<file path="src/rtl/multi_ultrasonic_ranger_if.sv">
// rtl/multi_ultrasonic_ranger_if.sv - control, echo and result signals of the multi-channel ultrasonic ranger
interface multi_ultrasonic_ranger_if #(
  parameter int N_CH  = 2,
  parameter int CNT_W = 23
);
  localparam int IDX_W = (N_CH > 1) ? $clog2(N_CH) : 1;

  logic                  ctrl;
  logic [N_CH-1:0]       echo;
  logic [N_CH-1:0]       trigger;
  logic [3*N_CH-1:0]     dist_class;
  logic [CNT_W*N_CH-1:0] echo_cycles;
  logic                  valid;
  logic [IDX_W-1:0]      ch_idx;

  modport master (output ctrl, echo, input trigger, dist_class, echo_cycles, valid, ch_idx);
  modport slave  (input ctrl, echo, output trigger, dist_class, echo_cycles, valid, ch_idx);
endinterface

</file>
<file path="src/rtl/multi_ultrasonic_ranger.sv">
// rtl/multi_ultrasonic_ranger.sv - round-robin ultrasonic ranger with binned, debounced distance classes
module multi_ultrasonic_ranger #(
  parameter int N_CH        = 2,
  parameter int CNT_W       = 23,
  parameter int TRIG_CYC    = 1000,
  parameter int TIMEOUT_CYC = 3000000,
  parameter int GAP_CYC     = 6000000,
  parameter int BIN_CYC     = 58000,
  parameter int CONFIRM     = 2
) (
  input  logic clk,
  input  logic reset,
  multi_ultrasonic_ranger_if.slave bus
);
  localparam int IDX_W = (N_CH > 1) ? $clog2(N_CH) : 1;
  localparam logic [CNT_W-1:0] TRIG_LAST = CNT_W'(TRIG_CYC - 1);
  localparam logic [CNT_W-1:0] TO_LAST   = CNT_W'(TIMEOUT_CYC - 1);
  localparam logic [CNT_W-1:0] GAP_LAST  = CNT_W'(GAP_CYC - 1);
  localparam logic [CNT_W-1:0] BIN_LAST  = CNT_W'(BIN_CYC - 1);
  localparam logic [2:0]       CONF      = 3'(CONFIRM);

  typedef enum logic [2:0] {IDLE, TRIG, WAIT_RISE, MEASURE, GAP} state_t;
  state_t state, state_next;

  logic [N_CH-1:0]  sync1, sync2, sync_prev;
  logic [CNT_W-1:0] timer, cnt, sub;
  logic [2:0]       bin;
  logic [IDX_W-1:0] ch;
  logic             valid_r;
  logic [2:0]       dist_r   [N_CH];
  logic [2:0]       raw_r    [N_CH];
  logic [2:0]       rep_r    [N_CH];
  logic [CNT_W-1:0] cycles_r [N_CH];

  logic             echo_now, rise, fall, meas_end, timer_clr, ch_adv;
  logic [2:0]       end_raw, rep_next;
  logic [CNT_W-1:0] end_cycles;

  assign echo_now = sync2[ch];
  assign rise     = echo_now & ~sync_prev[ch];
  assign fall     = ~echo_now & sync_prev[ch];

  always_ff @(posedge clk) begin
    if (reset) state <= IDLE;
    else       state <= state_next;
  end

  // timer is shared: trigger length, then timeout from trigger fall, then gap
  always_comb begin
    state_next  = state;
    meas_end    = 1'b0;
    end_raw     = 3'd7;
    end_cycles  = '0;
    timer_clr   = 1'b0;
    ch_adv      = 1'b0;
    bus.trigger = '0;
    if (state == TRIG && bus.ctrl) bus.trigger[ch] = 1'b1;
    if (state != IDLE && !bus.ctrl) begin
      state_next = IDLE;
    end else begin
      case (state)
        IDLE: if (bus.ctrl) begin
          state_next = TRIG;
          timer_clr  = 1'b1;
        end
        TRIG: if (timer == TRIG_LAST) begin
          state_next = WAIT_RISE;
          timer_clr  = 1'b1;
        end
        WAIT_RISE: begin
          if (timer == TO_LAST) begin
            meas_end   = 1'b1;
            state_next = GAP;
            timer_clr  = 1'b1;
          end else if (rise) begin
            state_next = MEASURE;
          end
        end
        MEASURE: begin
          if (timer == TO_LAST) begin
            meas_end   = 1'b1;
            state_next = GAP;
            timer_clr  = 1'b1;
          end else if (fall) begin
            meas_end   = 1'b1;
            end_raw    = bin;
            end_cycles = cnt;
            state_next = GAP;
            timer_clr  = 1'b1;
          end
        end
        GAP: if (timer == GAP_LAST) begin
          ch_adv     = 1'b1;
          state_next = TRIG;
          timer_clr  = 1'b1;
        end
        default: state_next = IDLE;
      endcase
    end
  end

  always_comb begin
    rep_next = 3'd1;
    if (end_raw == raw_r[ch]) rep_next = (rep_r[ch] >= CONF) ? CONF : rep_r[ch] + 3'd1;
  end

  always_ff @(posedge clk) begin
    if (reset) begin
      sync1     <= '0;
      sync2     <= '0;
      sync_prev <= '0;
      timer     <= '0;
      cnt       <= '0;
      sub       <= '0;
      bin       <= '0;
      ch        <= '0;
      valid_r   <= 1'b0;
      for (int i = 0; i < N_CH; i++) begin
        dist_r[i]   <= 3'd7;
        raw_r[i]    <= 3'd7;
        rep_r[i]    <= '0;
        cycles_r[i] <= '0;
      end
    end else begin
      sync1     <= bus.echo;
      sync2     <= sync1;
      sync_prev <= sync2;
      valid_r   <= meas_end;
      if (timer_clr)          timer <= '0;
      else if (state != IDLE) timer <= timer + CNT_W'(1);
      // the rise cycle itself is the first counted echo cycle
      if (state == WAIT_RISE && state_next == MEASURE) begin
        cnt <= CNT_W'(1);
        sub <= (BIN_CYC == 1) ? '0 : CNT_W'(1);
        bin <= (BIN_CYC == 1) ? 3'd1 : 3'd0;
      end else if (state == MEASURE && state_next == MEASURE) begin
        cnt <= cnt + CNT_W'(1);
        if (sub == BIN_LAST) begin
          sub <= '0;
          if (bin != 3'd6) bin <= bin + 3'd1;
        end else begin
          sub <= sub + CNT_W'(1);
        end
      end
      if (ch_adv) ch <= (ch == IDX_W'(N_CH - 1)) ? '0 : ch + IDX_W'(1);
      if (meas_end) begin
        cycles_r[ch] <= end_cycles;
        raw_r[ch]    <= end_raw;
        rep_r[ch]    <= rep_next;
        if (rep_next == CONF) dist_r[ch] <= end_raw;
      end
    end
  end

  for (genvar g = 0; g < N_CH; g++) begin : g_out
    assign bus.dist_class[3*g +: 3]          = dist_r[g];
    assign bus.echo_cycles[CNT_W*g +: CNT_W] = cycles_r[g];
  end
  assign bus.valid  = valid_r;
  assign bus.ch_idx = ch;
endmodule

</file>
<file path="src/flat_wrapper.sv">
// flat-port wrapper written by rule: the top's interface ports become plain ports
module multi_ultrasonic_ranger_flat 
#(
  parameter int N_CH        = 2,
  parameter int CNT_W       = 23,
  parameter int TRIG_CYC    = 1000,
  parameter int TIMEOUT_CYC = 3000000,
  parameter int GAP_CYC     = 6000000,
  parameter int BIN_CYC     = 58000,
  parameter int CONFIRM     = 2
)
  (clk, reset, bus_ctrl, bus_echo, bus_trigger, bus_dist_class, bus_echo_cycles, bus_valid, bus_ch_idx);
  multi_ultrasonic_ranger_if #(.N_CH(N_CH), .CNT_W(CNT_W)) bus_i ();
  input  logic clk;
  input  logic reset;
  input wire logic [$bits(bus_i.ctrl)-1:0] bus_ctrl;
  input wire logic [$bits(bus_i.echo)-1:0] bus_echo;
  output wire logic [$bits(bus_i.trigger)-1:0] bus_trigger;
  output wire logic [$bits(bus_i.dist_class)-1:0] bus_dist_class;
  output wire logic [$bits(bus_i.echo_cycles)-1:0] bus_echo_cycles;
  output wire logic [$bits(bus_i.valid)-1:0] bus_valid;
  output wire logic [$bits(bus_i.ch_idx)-1:0] bus_ch_idx;
  assign bus_i.ctrl = bus_ctrl;
  assign bus_i.echo = bus_echo;
  assign bus_trigger = bus_i.trigger;
  assign bus_dist_class = bus_i.dist_class;
  assign bus_echo_cycles = bus_i.echo_cycles;
  assign bus_valid = bus_i.valid;
  assign bus_ch_idx = bus_i.ch_idx;
  multi_ultrasonic_ranger #(.N_CH(N_CH), .CNT_W(CNT_W), .TRIG_CYC(TRIG_CYC), .TIMEOUT_CYC(TIMEOUT_CYC), .GAP_CYC(GAP_CYC), .BIN_CYC(BIN_CYC), .CONFIRM(CONFIRM)) u_core (.clk(clk), .reset(reset), .bus(bus_i));
endmodule
</file>
<file path="config.mk">
export PLATFORM = sky130hd
export DESIGN_NAME = multi_ultrasonic_ranger_flat
export DESIGN_NICKNAME = d
export VERILOG_FILES = /design/src/rtl/multi_ultrasonic_ranger_if.sv /design/src/rtl/multi_ultrasonic_ranger.sv /design/src/flat_wrapper.sv
export SDC_FILE = /design/constraint.sdc
export NUM_CORES = 1
export LEC_CHECK = 0
export CAP_MARGIN = 10
export CORE_MARGIN = 2
export CORE_UTILIZATION = 45
export DETAILED_ROUTE_END_ITERATION = 10
export PLACE_DENSITY = 0.73
export SKIP_CTS_REPAIR_TIMING = 1
export SLEW_MARGIN = 20
export SYNTH_ARGS = -nofsm -noshare
export SYNTH_HDL_FRONTEND = slang
export SYNTH_SLANG_ARGS = --single-unit
</file>
<file path="constraint.sdc">
create_clock -name clk -period 6.15 [get_ports clk]
set_clock_uncertainty 0.05 [all_clocks]
set_input_delay 1.23 -clock clk [delete_from_list [all_inputs] [get_ports clk]]
set_output_delay 1.23 -clock clk [all_outputs]
set_load 0.01 [all_outputs]
</file>
Word level (Yosys, flattened, before mapping)
Memory sizes are Yosys's and may differ from the RTL's. A register that Yosys moved wholly into a read port is not among the register bits.
Cells that the tools add are included.

storage, ports and cells
  RAM bits = 64
  memories = 4
  register bits = 83
  word-level logic and storage cells = 126
  input bits = 5

memories
  name             words  width  read ports  clocked after memory_dff  wr ports  RTL line                       RTL
  u_core.cycles_r  2      23     2           0                         2         multi_ultrasonic_ranger.sv:33  logic [CNT_W-1:0] cycles_r [N_CH];
  u_core.dist_r    2      3      2           0                         2         multi_ultrasonic_ranger.sv:30  logic [2:0] dist_r [N_CH];
  u_core.raw_r     2      3      1           1                         2         multi_ultrasonic_ranger.sv:31  logic [2:0] raw_r [N_CH];
  u_core.rep_r     2      3      1           1                         2         multi_ultrasonic_ranger.sv:32  logic [2:0] rep_r [N_CH];

operators by class
  add/subtract/negate cells = 6
  $lt $le $gt $ge = 3
  bitwise logic cells = 4
  reductions and logical operators = 16
  eq/ne operators = 12
  mux-type cells = 69

operator list
  cell                                                   count
  two-way mux 23 bit                                     6
  adder 23 x 1 -> 23 bit, second input constant          3
  two-way mux 3 bit                                      17
  two-way mux 1 bit                                      41
  equality test 23 x 10 -> 1 bit, second input constant  1
  equality test 23 x 16 -> 1 bit, second input constant  1
  equality test 23 x 22 -> 1 bit, second input constant  1
  equality test 23 bit, second input constant            1
  OR reduction 23 bit                                    1
  case mux 3 bit (5 select lines)                        1
  equality test 3 x 2 -> 1 bit, second input constant    4
  OR reduction 3 bit                                     3
  adder 3 x 1 -> 3 bit, second input constant            2
  logical AND 1 bit                                      5
  case mux 1 bit (5 select lines)                        1
  OR reduction 2 bit                                     2
  equality test 3 x 1 -> 1 bit, second input constant    1
  equality test 3 bit                                    1
  equality test 3 bit, second input constant             1
  >= comparator 3 x 2 -> 1 bit, second input constant    1
  logical NOT 3 bit                                      1
  inequality test 3 bit, second input constant           1
  AND reduction 3 bit                                    1
  nonzero test 3 bit                                     1
  10 further kinds                                       12

Longest topological paths before layout
  word-level depth = 17
  gate-level depth with buffers = 9
  depth with buffers taken out = 7

Least setup slack after synthesis
Ideal clock, no wire load.

  path kind = input port to flip-flop
  start = input bus_ctrl
  end = memory u_core.cycles_r[0][0] (enable)
  library setup time = 0.455 ns
  arrival = 3.977 ns
  path slack = 1.668 ns
  stages = 4
  path buffers = 1
  cell sequence = buf_2 nand2_1 or3_1 o21ai_0

RTL lines
  what         RTL line                       RTL
  from (decl)  flat_wrapper.sv:16             input wire logic [$bits(bus_i.ctrl)-1:0] bus_ctrl;
  to (decl)    multi_ultrasonic_ranger.sv:33

==> results.yml <==
critical_path:
  critPathKind: "in2reg"
  cpLargestDelayFamily: "compound AO/OA/AOI/OAI gates"
  worstReg2RegStart: "u_core.timer[11]$_SDFFE_PP0N_"
  path_cells: "clkdlybuf4s50_1 > and4b_1 > o21ai_0 > a21oi_1 > a21boi_0 > o221ai_1 > a41o_1"
  path_max_fanout: 14
  cp.required_ns: 6.23
  ff2ff_path_depth: 6
  crit_buf_inv: 1
  reg2reg_to: "u_core.dist_r[0][0]$_SDFFCE_PN1P_"
  startpoint_type: "input port"
  slowest_stage: "o221ai_1"
  critPathArrivalTime_ns: 4.29
  critPathMaxStageDelay_ns: 0.83
  rrSetupSlack_ns: 2.74
  end_kind: "flop"
placement:
  post-place-ws_ns: 1.50
  placedInstanceArea_um2: 7520
  port-buffer-count: 60
  place_congestion: 0.852
  place_hpwl_um: 9730
cts:
  cts_sinks: 148
  clock_path_buffers: 2
  cts_inserted_buffers: 17
  root_buffer: "clkbuf_16"
  htree_levels: 4
  clkLatencyLatePin_ns: 0.43
  cts_tree: "done"
  clk_pin_slew_worst_paths_ns: 0.06
drt:
  vias: 5113
  drt_first_pass_iters: 7
  ant_nets: 0
  viasPerCell: 5.55
  wl_per_cell_um: 15.5
  drc_errors: 0
  wl_um: 14300
  drt-initial-drc-count: 393
synth:
  synth-seq-cells: 148
  synthCells: 669
  seq_area_frac_synth_pct: 53.1
  async_flop_share_pct: 0
  syn_area_per_cell_um2: 10.1
  netlist_area_um2: 6790
  synthesis.nets: 681
  synth_edf_count: 64
  synth_cell_type_count: 67
  synth_ff_type: "dfxtp_1"
  synth_warnings: 0
floorplanning:
  start_util_pct: 46.4
  die-height_um: 127
  die_w_um: 127
  ioPinCount: 61
  die_area_um2: 16100
  coreArea_um2: 14600
  rows: 44
sta:
  fin_crit_ns: 4.21
  fin_crit_sh_pct: 68.5
  hold_viol_final: 0
  tightest_slew_ns: 1.03
  drv_slew: 0
  fmax_ghz: 0.237
  finalSetupViolations: 0
  whs_ns: 0.388
  setup_tns_ns: 0
  slew_headroom_pct: 31.2
  rsz0062_at_grt: "false"
  fin_ws_ns: 1.94
power_and_ir_drop:
  vdd_drop_max_uv: 213
  power_mw: 2.27
  p_per_area_nw_per_um2: 278
  p_leak_nw: 2.80
layout:
  fin_area_um2: 8180
  n_antenna_cell: 0
  nNetsFinal: 736
  drive_gt1_share_pct: 7.46
  nFillCells: 1205
  area_growth_pct: 20.5
hold_path:
  min_from: "u_core.sync1[0]$_SDFF_PP0_"
  hp-class: "reg2reg"
  holdPathStages: 1
  min_to: "u_core.sync2[0]$_SDFF_PP0_"
global_routing:
  antenna_found_initial: 0
  grt_pass1_vias: 4947
  grt_start_max_net_pins: 30
  grt_first_pass_wirelength_um: 24300
  gr-total-overflow: 0
  grt_usage_pct: 18.8
status:
  status: "finished clean"
run:
  cap_violations: 0
==> cells in the mapped netlist (all sizes together), types with 3 or more instances <==
library cell | n | area [um2]
dfxtp | 84 | 1680
nor2 | 77 | 292
nor2b | 7 | 43.8
clkbuf | 19 | 75.1
a211oi | 11 | 82.6
ha | 7 | 87.6
xor2 | 33 | 289
nand2 | 46 | 173
inv | 15 | 56.3
nor4b | 3 | 26.3
mux2 | 3 | 33.8
a21boi | 4 | 33.8
or3 | 5 | 36.3
nor3 | 43 | 231
nand3 | 32 | 173
a31oi | 3 | 18.8
o21ai | 9 | 48.8
a21oi | 12 | 60.1
nand2b | 6 | 37.5
xnor2 | 33 | 289
edfxtp | 64 | 1920
nor4bb | 4 | 40.0
and3 | 13 | 81.3
nor4 | 9 | 62.6
mux2i | 5 | 50.1
buf | 11 | 73.8
and2 | 49 | 307
nand4 | 29 | 181
==> power by group <==
part | switching, mW | internal [mW] | leakage [nW] | total [mW]
clock network | 0.405 | 0.711 | 0.316 | 1.12
logic | 0.0537 | 0.0442 | 1.19 | 0.0979
registers | 0.00960 | 1.05 | 1.29 | 1.06
==> worst reg2reg max path, stage by stage, from the launching register on <==
cell and delay [ns]:
dfxtp_1 0.35, or4b_4 0.59, or4_4 0.57, o21ai_2 0.54
nand3_4 0.17, nor2_2 0.66, nand4_1 0.18
==> worst max path at each step <==
| stage | start | endpoint | depth (start not counted) |
|---|---|---|---|
| 6_report | bus_ctrl | u_core.dist_r[1][2]$_SDFFCE_PN1P_ | 7 |
| 5_1_grt | bus_ctrl | u_core.dist_r[1][0]$_SDFFCE_PN1P_ | 7 |
| 4_1_cts | bus_ctrl | u_core.dist_r[1][2]$_SDFFCE_PN1P_ | 7 |
| 3_5_place_dp | bus_ctrl | u_core.dist_r[1][2]$_SDFFCE_PN1P_ | 7 |
| 3_3_place_gp | bus_ctrl | u_core.dist_r[1][0]$_SDFFCE_PN1P_ | 7 |
| 2_1_floorplan | bus_ctrl | u_core.cycles_r[0][0]$_SDFFCE_PN0P_ | 4 |
==> cell usage in the layout, fill, tap and decap left out, types with 12 or more instances in the layout <==
master	count
edfxtp_1	64
nor2_1	76
clkbuf_16	20
dfxtp_1	84
and3_1	13
inv_1	15
nand2_1	46
nand4_1	29
nand3_1	31
xnor2_1	33
a21oi_1	12
and2_1	49
clkdlybuf4s50_1	60
nor3_1	41
xor2_1	33
==> routing by layer <==
layer | GRT usage [%] | up-vias | part of all wire, %
met2 | 30.5 | 134 | 49
met3 | 4.60 | 16 | 4.2
met5 | 0 | - | 0
li1 | - | 2489 | -
met1 | 24.6 | 2474 | 46
met4 | 6.46 | 0 | 1.4
==> kinds of logic (layout without fill, tap and decap cells) <==
logic type	after synthesis	after routing	synth area share, %
AOI/OAI and AO/OA	54	54	5.55
xor gates and xnor gates	66	66	8.51
adders and majority gates	8	8	1.44
buffers and inverters	46	114	3.08
DFF	148	148	53.1
muxes	8	8	1.23
and+or+nand+nor	339	339	27.1
==> stage by stage <==
stage	utilization, %	cells
5_1_grt	55.9	921
4_1_cts	55.8	920
6_report	55.9	921
2_1_floorplan	-	669
3_5_place_dp	51.3	888
3_3_place_gp	51.3	888
==> cell type report <==
type / instances / area [um2] / area share [%]
Timing Repair Buffer: 66 / 646 / 7.89
Tap cell: 184 / 230 / 2.81
Clock buffer: 22 / 508 / 6.21
Clock inverter: 10 / 140 / 1.71
Inverter: 16 / 60.1 / 0.734
Multi-Input combinational cell: 475 / 2990 / 36.6
Sequential cell: 148 / 3600 / 44.1
==> sequential cells by signal (all words and copies together), names as in the netlist, named ones only <==
| register | flops |
|---|---|
| u_core.bin | 3 |
| u_core.bus.ch_idx | 1 |
| u_core.bus.valid | 1 |
| u_core.cnt | 23 |
| u_core.cycles_r | 46 |
| u_core.dist_r | 6 |
| u_core.raw_r | 6 |
| u_core.rep_r | 6 |
| u_core.state | 3 |
| u_core.sub | 23 |
| u_core.sync1 | 2 |
| u_core.sync2 | 2 |
| u_core.sync_prev | 2 |
| u_core.timer | 23 |
Power figures use the tool's default switching activity.
==> RTL change, RTL diff (same settings) <==
`N_CH` is set to 2 in 3 places; all go to 4.
--- a/src/rtl/multi_ultrasonic_ranger_if.sv
+++ b/src/rtl/multi_ultrasonic_ranger_if.sv
@@ -1,6 +1,6 @@
 // rtl/multi_ultrasonic_ranger_if.sv - control, echo and result signals of the multi-channel ultrasonic ranger
 interface multi_ultrasonic_ranger_if #(
-  parameter int N_CH  = 2,
+  parameter int N_CH  = 4,
   parameter int CNT_W = 23
 );
   localparam int IDX_W = (N_CH > 1) ? $clog2(N_CH) : 1;
--- a/src/rtl/multi_ultrasonic_ranger.sv
+++ b/src/rtl/multi_ultrasonic_ranger.sv
@@ -1,6 +1,6 @@
 // rtl/multi_ultrasonic_ranger.sv - round-robin ultrasonic ranger with binned, debounced distance classes
 module multi_ultrasonic_ranger #(
-  parameter int N_CH        = 2,
+  parameter int N_CH        = 4,
   parameter int CNT_W       = 23,
   parameter int TRIG_CYC    = 1000,
   parameter int TIMEOUT_CYC = 3000000,
--- a/src/flat_wrapper.sv
+++ b/src/flat_wrapper.sv
@@ -1,7 +1,7 @@
 // flat-port wrapper written by rule: the top's interface ports become plain ports
 module multi_ultrasonic_ranger_flat 
 #(
-  parameter int N_CH        = 2,
+  parameter int N_CH        = 4,
   parameter int CNT_W       = 23,
   parameter int TRIG_CYC    = 1000,
   parameter int TIMEOUT_CYC = 3000000,
Interface: changed (5 resized); port bits go from 61 to 118. No check against the original RTL was run, so the function may have changed too.
==> RTL change against the unedited design <==
- global-route usage up 0.39 points
- design area is 45% higher
- sequential cell count rose by 72
- area after synthesis up 41%
- sequential power grew 53%
- via count rose by 41%
- worst setup slack gained 0.083 ns
- wire length is 51% higher
- clock power rose by 34%
- total power increased by 45%
- combinational power increased by 80%
- die area rose by 39%
- register-to-register slack got worse by 0.54 ns
- largest cell class unchanged
==> RTL change: results (changes against the unedited design) <==
clk_lat worst skew 0.52 ns (+0.09 ns); Worst VDD drop 0.201 mV (-5.9%); measured slew at the worst slew-check pin 0.990 ns (-0.0413 ns); Reg2Reg Depth 6 (unchanged); Area contributors post-synth edfxtp_1, dfxtp_1, nor2_1; # diodes 0 (unchanged); DR WL met2 10.6 mm (+53%); Critical Path AT 2.85 ns (-1.44 ns); GR Util met3 2.96% (-1.6 points); CTS Buffer Depth 3 (+1); grt met1 use 25.3% (+0.68 points); CTS Buf Count 24 (+7); Max FO, Critical Path 15 (+1); Reg2Reg Setup Slack 2.20 ns (-0.54 ns); fin nets 1029 (+40%); Initial DRC Count 508 (+29%); Hold EP u_core.sync2[3]$_SDFF_PP0_; status completed; share of layout cells above drive strength 1 7.39% (-0.077 points); Worst path slowest cell clkdlybuf4s50_1; routed wire length 21.6 mm (+51%); syn nets 917 (+35%); drt first pass iters 5 (-2); largest net degree at the start of global routing 52 (+73%); Total GRT Usage 19.1% (+0.39 points); GR Util met2 32.8% (+2.4 points); Min-Delay Startpoint u_core.sync1[3]$_SDFF_PP0_; pre-CTS setup slack 1.54 ns (+0.0402 ns); Synth top cells by count nor2_1, edfxtp_1, dfxtp_1; Synth Flop Type edfxtp_1; routed wl met3 1.34 mm (+120%); Logic pwr share 5.3% (+1.0 points); post-synth cell types 57 (-15%); FILL cells 1777 (+47%); number of global-route vias before repair 6831 (+38%); Top pwr grp sequential cells; Via density 5.53 (-0.40%); Post-synth EDFFs 128 (+100%); GP Congestion 0.844 (-0.89%); Worst Hold Depth 1 (unchanged); sequential share of power 49.1% (+2.6 points); DPL Wire Length 14.1 mm (+45%); WS Path Type in2out; M1 wire length 9.14 mm (+40%); first-pass GRT wire length 34.6 mm (+43%); P_leak 3.79 nW (+35%); Int Power 2.60 mW (+44%); crit path from bus_ctrl; PortBufs 117 (+95%); max reg flops 92 (+100%); reg-to-reg endpoint u_core.dist_r[0][0]$_SDFFCE_PN1P_; register area share after synthesis 59.5% (+6.4 points); kind of cell adding the most delay to the critical path buffers and inverters
## RTL change: cell types whose count changed after synthesis, sizes merged, moves of 10 or more
cell and delta:
and2 -46, edfxtp +64, xor2 -10, a21oi +11
nor2 +71, nand3 +20, o21ai +10, nor3 +11
nand2 +25, nor4 +17
## RTL change: final cells by class
type	count	area, µm²	share of cell area, %
clock inverter	12	151	1.28
inverter	22	82.6	0.698
multi-input combinational	611	3600	30.4
clock buffer	32	692	5.85
sequential	220	5690	48.1
tap	275	344	2.91
timing repair buffer	132	1280	10.8
## RTL change: metrics by stage
stage	total power [mW]	area (µm²)	std cells	hold WS [ns]	utilization (%)
after detailed placement	1.82	11000	1259	0.373	52.4
after global placement	1.82	11000	1259	0.373	52.4
after floorplan	1.73	9560	899	0.364	-
after CTS	3.31	11800	1303	0.387	56.4
after global routing	3.38	11800	1304	0.402	56.5
final	3.29	11800	1304	0.383	56.5
## RTL change: worst max path at each step
stage | endpoint | slack, ns | depth (start not counted)
after floorplan | u_core.cycles_r[1][0]$_SDFFCE_PN0P_ | 1.90 | 8
after detailed placement | u_core.dist_r[2][1]$_SDFFCE_PN1P_ | 1.54 | 7
after CTS | bus_trigger[1] | 2.04 | 3
final | bus_trigger[1] | 2.02 | 3
after global placement | u_core.dist_r[1][0]$_SDFFCE_PN1P_ | 1.75 | 7
after global routing | bus_trigger[1] | 1.96 | 3
## RTL change: cells by family (layout without fill, tap and decap cells)
kind of cell	Yosys count	after routing	share of synthesized area (%)
adder cells (fa/ha/maj)	11	11	1.44
flip-flops	220	220	59.5
AO/OA/AOI/OAI	68	68	4.49
buffers and inverters	68	198	3.13
AND/OR/NAND/NOR	467	467	24.6
multiplexers	8	8	1.62
XOR/XNOR	57	57	5.22
